===== config.mk =====
export PLATFORM = sky130hd
export DESIGN_NAME = board_motion_ctrl
export DESIGN_NICKNAME = d
export VERILOG_FILES = /design/src/rtl/board_pkg.sv /design/src/rtl/frame_tick_sync.sv /design/src/rtl/board_motion_ctrl.sv
export SDC_FILE = /design/constraint.sdc
export NUM_CORES = 1
export LEC_CHECK = 0
export CORE_UTILIZATION = 30
export CTS_BUF_LIST = sky130_fd_sc_hd__clkbuf_4 sky130_fd_sc_hd__clkbuf_8
export DETAILED_ROUTE_END_ITERATION = 8
export PLACE_DENSITY = 0.54
export SLEW_MARGIN = 20
export SYNTH_ARGS = -nofsm -noshare
export SYNTH_HDL_FRONTEND = slang
export SYNTH_SLANG_ARGS = --single-unit

===== constraint.sdc =====
create_clock -name Clk -period 8.3 [get_ports Clk]
set_input_delay 1.245 -clock Clk [delete_from_list [all_inputs] [get_ports Clk]]
set_output_delay 1.245 -clock Clk [all_outputs]
set_load 0.03 [all_outputs]

===== src/rtl/board_pkg.sv =====
// Shared board sprite definitions: FSM state encoding and sprite geometry used by the ROMs.
package board_pkg;

    typedef enum logic [1:0] {
        HOME      = 2'd0,
        MOVE_DOWN = 2'd1,
        AT_END    = 2'd2,
        MOVE_UP   = 2'd3
    } board_state_t;

    localparam int BOARD_W      = 68;
    localparam int BOARD_H      = 12;
    localparam int BOARD_ADDR_W = 10;

endpackage


===== src/rtl/frame_tick_sync.sv =====
// Brings the asynchronous frame strobe into the Clk domain and emits one pulse per rising edge.
module frame_tick_sync (
    input  logic Clk,
    input  logic Reset_n,
    input  logic frame_clk,
    output logic tick
);

    logic meta;
    logic sync;
    logic prev;

    always_ff @(posedge Clk or negedge Reset_n) begin
        if (!Reset_n) begin
            meta <= 1'b0;
            sync <= 1'b0;
            prev <= 1'b0;
        end else begin
            meta <= frame_clk;
            sync <= meta;
            prev <= sync;
        end
    end

    // A level held high for many cycles still yields a single tick.
    assign tick = sync & ~prev;

endmodule


===== src/rtl/board_motion_ctrl.sv =====
// Moving platform sequencer: steps board_y one frame at a time and drives the sprite pixel lookup.
//
//  state     | meaning
//  ----------+-------------------------------------------------
//  HOME      | resting at Y_HOME, waiting for activate=1
//  MOVE_DOWN | stepping toward Y_END each tick
//  AT_END    | resting at Y_END, waiting for activate=0
//  MOVE_UP   | stepping toward Y_HOME each tick
module board_motion_ctrl
    import board_pkg::*;
#(
    parameter int X0     = 556,
    parameter int W      = BOARD_W,
    parameter int H      = BOARD_H,
    parameter int Y_HOME = 204,
    parameter int Y_END  = 252,
    parameter int STEP   = 1
) (
    input  logic                    Clk,
    input  logic                    Reset_n,
    input  logic                    frame_clk,
    input  logic                    activate,
    input  logic [9:0]              DrawX,
    input  logic [9:0]              DrawY,
    output logic [9:0]              board_y,
    output logic                    moving,
    output logic                    at_end,
    output logic                    is_board,
    output logic [BOARD_ADDR_W-1:0] board_address
);

    localparam logic [10:0] Y_HOME11 = 11'(Y_HOME);
    localparam logic [10:0] Y_END11  = 11'(Y_END);
    localparam logic [10:0] STEP11   = 11'(STEP);
    localparam logic [10:0] X_LO     = 11'(X0);
    localparam logic [10:0] X_HI     = 11'(X0 + W);

    board_state_t state;
    logic         tick;
    logic [10:0]  y_dn;
    logic [10:0]  y_up;

    frame_tick_sync u_tick (
        .Clk      (Clk),
        .Reset_n  (Reset_n),
        .frame_clk(frame_clk),
        .tick     (tick)
    );

    // 11-bit arithmetic keeps the clamp comparisons free of wrap-around.
    assign y_dn = {1'b0, board_y} + STEP11;
    assign y_up = {1'b0, board_y} - STEP11;

    always_ff @(posedge Clk or negedge Reset_n) begin
        if (!Reset_n) begin
            state   <= HOME;
            board_y <= 10'(Y_HOME);
            moving  <= 1'b0;
            at_end  <= 1'b0;
        end else if (tick) begin
            unique case (state)
                HOME: begin
                    if (activate) begin
                        state  <= MOVE_DOWN;
                        moving <= 1'b1;
                    end
                end
                MOVE_DOWN: begin
                    if (!activate) begin
                        state <= MOVE_UP;
                    end else if (y_dn >= Y_END11) begin
                        board_y <= 10'(Y_END);
                        state   <= AT_END;
                        moving  <= 1'b0;
                        at_end  <= 1'b1;
                    end else begin
                        board_y <= y_dn[9:0];
                    end
                end
                AT_END: begin
                    if (!activate) begin
                        state  <= MOVE_UP;
                        moving <= 1'b1;
                        at_end <= 1'b0;
                    end
                end
                MOVE_UP: begin
                    if (activate) begin
                        state <= MOVE_DOWN;
                    end else if ({1'b0, board_y} <= Y_HOME11 + STEP11) begin
                        board_y <= 10'(Y_HOME);
                        state   <= HOME;
                        moving  <= 1'b0;
                    end else begin
                        board_y <= y_up[9:0];
                    end
                end
                default: begin
                    state   <= HOME;
                    board_y <= 10'(Y_HOME);
                    moving  <= 1'b0;
                    at_end  <= 1'b0;
                end
            endcase
        end
    end

    logic [10:0] px;
    logic [10:0] py;
    logic [10:0] top;
    logic [10:0] bot;
    logic        hit;
    logic [9:0]  col;
    logic [9:0]  row;

    assign px  = {1'b0, DrawX};
    assign py  = {1'b0, DrawY};
    assign top = {1'b0, board_y};
    assign bot = top + 11'(H);
    assign hit = (px >= X_LO) && (px < X_HI) && (py >= top) && (py < bot);
    assign col = DrawX - 10'(X0);
    assign row = DrawY - board_y;

    always_ff @(posedge Clk or negedge Reset_n) begin
        if (!Reset_n) begin
            is_board      <= 1'b0;
            board_address <= '0;
        end else begin
            is_board      <= hit;
            board_address <= hit ? (col + row * 10'(W)) : '0;
        end
    end

endmodule

Yosys cells after proc, flatten, opt, wreduce, memory -nomap -nowiden
Index checks and enable logic that the tools add are counted.
- register bits: 28
- input port bits: 24
- word-level logic and storage cells: 69
- add/sub/neg operators: 6
- multiply operators: 1
- $lt $le $gt $ge: 6
- equality and inequality tests: 11
- mux-type cells: 24
- bitwise gates (word level): 2
- reduce and logical (&&, ||, !) cells: 10
- operators by type and width (cell ; count):
    10-bit two-way mux ; 5
    10-bit case mux with 2 select lines ; 1
    2-bit two-way mux ; 6
    2-bit inequality test (second input constant) ; 6
    10-bit by 1-bit adder with 11-bit output (second input constant) ; 1
    10-bit by 4-bit adder with 11-bit output (second input constant) ; 1
    11-bit by 8-bit >= comparator with 1-bit output (second input constant) ; 1
    10-bit by 11-bit less-than comparator with 1-bit output ; 1
    10-bit adder ; 1
    10-bit >= comparator ; 1
    10-bit >= comparator (second input constant) ; 1
    10-bit by 8-bit <= comparator with 1-bit output (second input constant) ; 1
    10-bit less-than comparator (second input constant) ; 1
    10-bit by 5-bit multiplier with 8-bit output (second input constant) ; 1
    5-bit AND reduction ; 2
    10-bit by 1-bit subtractor with 10-bit output (second input constant) ; 1
    10-bit subtractor ; 1
    10-bit subtractor (second input constant) ; 1
    1-bit two-way mux ; 9
    2-bit case mux with 4 select lines ; 1
    7-bit AND reduction ; 1
    3-bit inequality test (second input constant) ; 2
    2-bit == test (second input constant) ; 2
    1-bit case mux with 4 select lines ; 1
    other kinds (8) ; 11

Logic depth before layout (Yosys ltp)
- depth after elaboration: 5
- mapped depth: 18
- gate-level depth less buffers: 18

Hierarchy
Synthesis repeated with hierarchy kept, for this count alone.
- cells, all modules: 336
- area total of the unflattened synthesis: 2899.0 um^2
- by module, submodules not included (module ; instances ; cells an instance ; area an instance (um^2)):
    board_motion_ctrl ; 1 ; 332 ; 2810.2
    frame_tick_sync ; 1 ; 4 ; 88.8

Least setup slack after synthesis
OpenSTA, ideal clock, no wires.
- path type: input to register
- start: input port DrawY[0]
- end: register board_address[9]
- library setup time: 0.119 ns
- arrival time: 4.459 ns
- data required time: 8.181 ns
- slack: 3.723 ns
- stages on the path: 18
- path buffers: 0
- cells stage by stage: inv_1 ha_1 inv_1 fa_1 a31oi_1 o21ai_0 xor2_1 ha_1 inv_1 fa_1 ha_1 inv_1 ha_1 nor2_1 a21oi_1 xnor3_1 xnor2_1 nor2_1
- word-level cells in the longest chain between the ends: 4
- elaborated cells on any way between the ends: 8
- those cells by class: add/sub (2); mul (1); order compare (2); mux (1); reduce/logical (2)
- ends and longest elaborated chain (element ; RTL line ; RTL):
    from (decl) ; board_motion_ctrl.sv:24 ; input logic [9:0] DrawY,
    10-bit subtractor or 10-bit >= comparator (tied branches) ; board_motion_ctrl.sv:122, board_motion_ctrl.sv:120 ;
    10-bit by 5-bit multiplier with 8-bit output or 1-bit logical AND (tied branches) ; board_motion_ctrl.sv:130, board_motion_ctrl.sv:120 ;
    10-bit adder or 1-bit logical AND (tied branches) ; board_motion_ctrl.sv:130, board_motion_ctrl.sv:120 ;
    10-bit two-way mux (*) ; board_motion_ctrl.sv:130 ; board_address <= hit ? (col + row * 10'(W)) : '0;
    to (signal assigned) ; board_motion_ctrl.sv:130 ;
    to (decl) ; board_motion_ctrl.sv:29 ; output logic [BOARD_ADDR_W-1:0] board_address
Every way passes the cells marked *; elsewhere a longest branch is shown, timed or not.
A chain may end at the register's enable or synchronous reset.

Worst setup path in the final report
Ends and elaborated chain as after synthesis.

==> results.md <==
- Mux cell area share after synthesis: 0.7813%
- Startpoint types: input pin
- Final ANT Viol Nets: 0
- CTS tree: done
- Sequential cell area fraction in the yosys report: about a quarter
- Least-Margin Pin Slew: approximately 0.94 ns
- Leading register cell type out of synthesis: dfrtp_1
- RSZ-0062 raised after global routing: no
- Initial Util: 31.05%
- HPWL after DPL: around 5400 um
- Synth Register Bits: 28
- DRC Markers: 0
- Worst VDD drop: 292.0 uV
- WL/cell: 14.22 um
- Core area: roughly 9300 um2
- Hold-fix buffers at CTS: 0
- Final WL: approximately 7000 um
- CTS Sinks: 28
- Setup TNS: 0 ns
- Die footprint: 10010 um2
- Netlist Area Pre-Place: between 2000 and 3000 um2
- Mapped Nets: between 300 and 400
- Root Buffer: clkbuf_8
- Vias in the first global route: 2343
- Post-synthesis average cell area: 8.870 um2
- Num CTS Buffers: 3
- Max_cap viols: 0
- Max Clk Rate: 204.1 MHz
- Cells after Synth: 325
- Global-route wire length before repair: roughly 12000 um
- Synth Area in Compound Gates: between 20% and 30%
- Adder-Cell Fraction of Synth Area: 21.18%
- Tot GR Track Use: between 10% and 20%
- Largest family of logic cells by synthesized area: compound AO/OA/AOI/OAI gates
- Global route overflow: 0
- IO Pins: 47
- Req. time, crit path: 8.43 ns
- P&R area growth vs syn: 20.36%
- Leakage: 1.504 nW
- Layout cells sized above 1: 6.044%
- H-tree levels: 1
- Fill count: 981
- Router iterations before antenna repair: 4
- Placer Congestion: slightly below 0.9
- CP Capture Type: flip-flop
- Rows: 35
- Fin. Hold Viols: 0
- Relative slew slack: 37.25%
- Initial antenna violation count: 0
- Pwr dens: 463.4 nW/um2
- Clock Skews: around 0.012 ns
- Distinct cells, synth: 68
- Final slew viol count: 0
- Multi-input gate area in the final layout: 1911 um2
- Minimum clock period: 4.901 ns
- Vias: around 2500
- EDFF count, synth: 0
- DR vias/cell: about 5.0
- Largest net degree at the start of global routing: 29
- Ys async rst share: 100.0%
- Reg area: approximately 710 um2
- N_diodes: 0
- Max FO, Critical Path: 3
- Setup violators final: 0
- Simple-gate share of the synthesized area: 15.80%
- Clock Latency Late Sink: 0.28 ns
- Clock-pin slew of the registers on the worst-case setup and hold paths: 0.11 ns
- Crit path kind: in -> reg
- Die height: 100.0 um
- Die width: between 100 and 150 um
- Outcome: completed
- Postcts setup bufs: 0
- Clock Tree Buf Depth: 2
- YS warnings: 0
- Number of I/O port buffers: between 40 and 50
- Worst Hold Class: reg -> reg
- Final Util: approximately 37%
- Drt initial violations: 134
- # nets final: 436
- XOR/XNOR Fraction of Synth Area: 6.554%
- Post-CTS resize count: 0
- Fin crit share: between 50% and 60%
- Critical path arrival: 5.03 ns
[placed cells by master, fill, tap and decap left out, drive strengths merged, types with 2 or more instances in the layout]
cell type      instances
clkdlybuf4s50         46
inv                   45
ha                    44
dfrtp                 24
nor2                  24
a21oi                 22
nand2                 16
xnor2                 15
o21ai                 15
nor3                  10
o211ai                 6
nor2b                  5
o31ai                  5
o31a                   5
o41ai                  5
a21o                   4
xor2                   4
a31oi                  4
or3                    4
dfstp                  4
clkbuf                 4
nand3                  3
nand2b                 3
a211oi                 3
fa                     3
nor4                   3
nand4                  3
o2111ai                2
a2111oi                2
o21a                   2
nor3b                  2
mux2                   2
a221o                  2
and4bb                 2
a311oi                 2
[metrics by stage]
step | area, um2 | worst slack, ns | hold WS (ns) | total power, W | cells
6_report | 3470 | 3.399 | 0.3617 | 0.001608 | 493
3_3_place_gp | 3415 | 3.138 | 0.3417 | 0.001507 | 489
4_1_cts | 3470 | 3.399 | 0.3657 | 0.001615 | 493
3_5_place_dp | 3415 | 3.103 | 0.3418 | 0.001515 | 489
2_1_floorplan | 2883 | 3.723 | 0.3312 | 0.001265 | 325
5_1_grt | 3470 | 3.219 | 0.3822 | 0.001791 | 493
[critical path, cell delays in order]
cell             delay (ns)
clkdlybuf4s50_1        0.39
inv_1                  0.05
ha_1                   0.15
inv_1                  0.06
fa_1                   0.41
a31oi_1                0.25
o21ai_0                0.16
xor2_1                 0.16
ha_1                   0.28
inv_1                  0.05
fa_1                   0.47
ha_1                   0.28
inv_1                  0.04
ha_1                   0.30
nor2_1                 0.05
a21oi_1                0.15
xnor3_1                0.34
xnor2_1                0.16
nor2_1                 0.05
[flip-flops by register name, indices dropped and copies added, names as in the netlist]
name and count:
u_tick.meta 1, u_tick.sync 1, is_board 1, board_y 10, state 2, board_address 10
moving 1, u_tick.prev 1, at_end 1
[cells by family (layout without fill, tap and decap cells)]
logic type / Yosys count / in the layout
xor gates and xnor gates: 20 / 20
muxes: 2 / 2
DFF: 28 / 28
adders and majority gates: 47 / 47
AOI/OAI and AO/OA: 88 / 88
and+or+nand+nor: 83 / 83
buffers and inverters: 57 / 96
[where the power goes]
group	internal [W]	switching, W	leakage (nW)
clock network	0.0000425	0.0000452	0.0288
logic	0.000596	0.000677	1.13
registers	0.000177	0.0000698	0.350
[per-layer routing]
metal	wire length (um)	part of all wire (%)	up-vias	GRT usage [%]
met2	3049	44	46	23.02
met4	63	0.90	0	3.567
met5	0	0	-	0
met1	3714	53	1175	21.48
met3	181	2.6	4	1.602
li1	-	-	1235	-
[area by class of cell]
type                       instances  area share, %
multi-input combinational        240          55.07
sequential                        28          20.34
timing repair buffer              47          13.49
inverter                          45          4.868
tap                              129          4.652
clock buffer                       4          1.587
[synthesized netlist by cell type, types with 2 or more instances]
cell | instances | area, um2
a2111oi_0 | 2 | 17.52
a211oi_1 | 3 | 22.52
a21o_1 | 4 | 30.03
a21oi_1 | 21 | 105.1
a221o_1 | 2 | 20.02
a31oi_1 | 4 | 25.02
buf_6 | 5 | 56.30
clkbuf_1 | 4 | 15.01
dfrtp_1 | 24 | 600.6
dfstp_2 | 4 | 105.1
fa_1 | 3 | 60.06
ha_1 | 44 | 550.5
inv_1 | 45 | 168.9
mux2_1 | 2 | 22.52
nand2_1 | 15 | 56.30
nand2b_1 | 3 | 18.77
nand3_1 | 3 | 15.01
nand4_1 | 2 | 12.51
nor2_1 | 23 | 86.33
nor2b_1 | 5 | 31.28
nor3_1 | 8 | 40.04
nor3_2 | 2 | 20.02
nor3b_1 | 2 | 15.01
nor4_1 | 2 | 12.51
o2111ai_1 | 2 | 17.52
o211ai_1 | 6 | 45.04
o21a_1 | 2 | 15.01
o21ai_0 | 14 | 70.07
o31a_1 | 4 | 35.03
o31ai_1 | 4 | 30.03
o41ai_1 | 4 | 35.03
or3_1 | 4 | 25.02
xnor2_1 | 15 | 131.4
xor2_1 | 4 | 35.03
[worst paths after layout]
path | cells after the start | slack (ns) | start | endpoint
max in group asynchronous | 2 | 6.63 | Reset_n | board_y[6]
worst max register to register | 18 | 4.04 | board_y[3] | board_address[9]
worst min-delay path | 0 | 0.36 | u_tick.meta | u_tick.sync
min in group asynchronous | 2 | 1.34 | Reset_n | board_y[0]
worst max-delay path | 19 | 3.40 | DrawY[0] | board_address[9]
worst min register to register | 0 | 0.36 | u_tick.meta | u_tick.sync
Note: power is estimated with default switching activity, not from simulation.
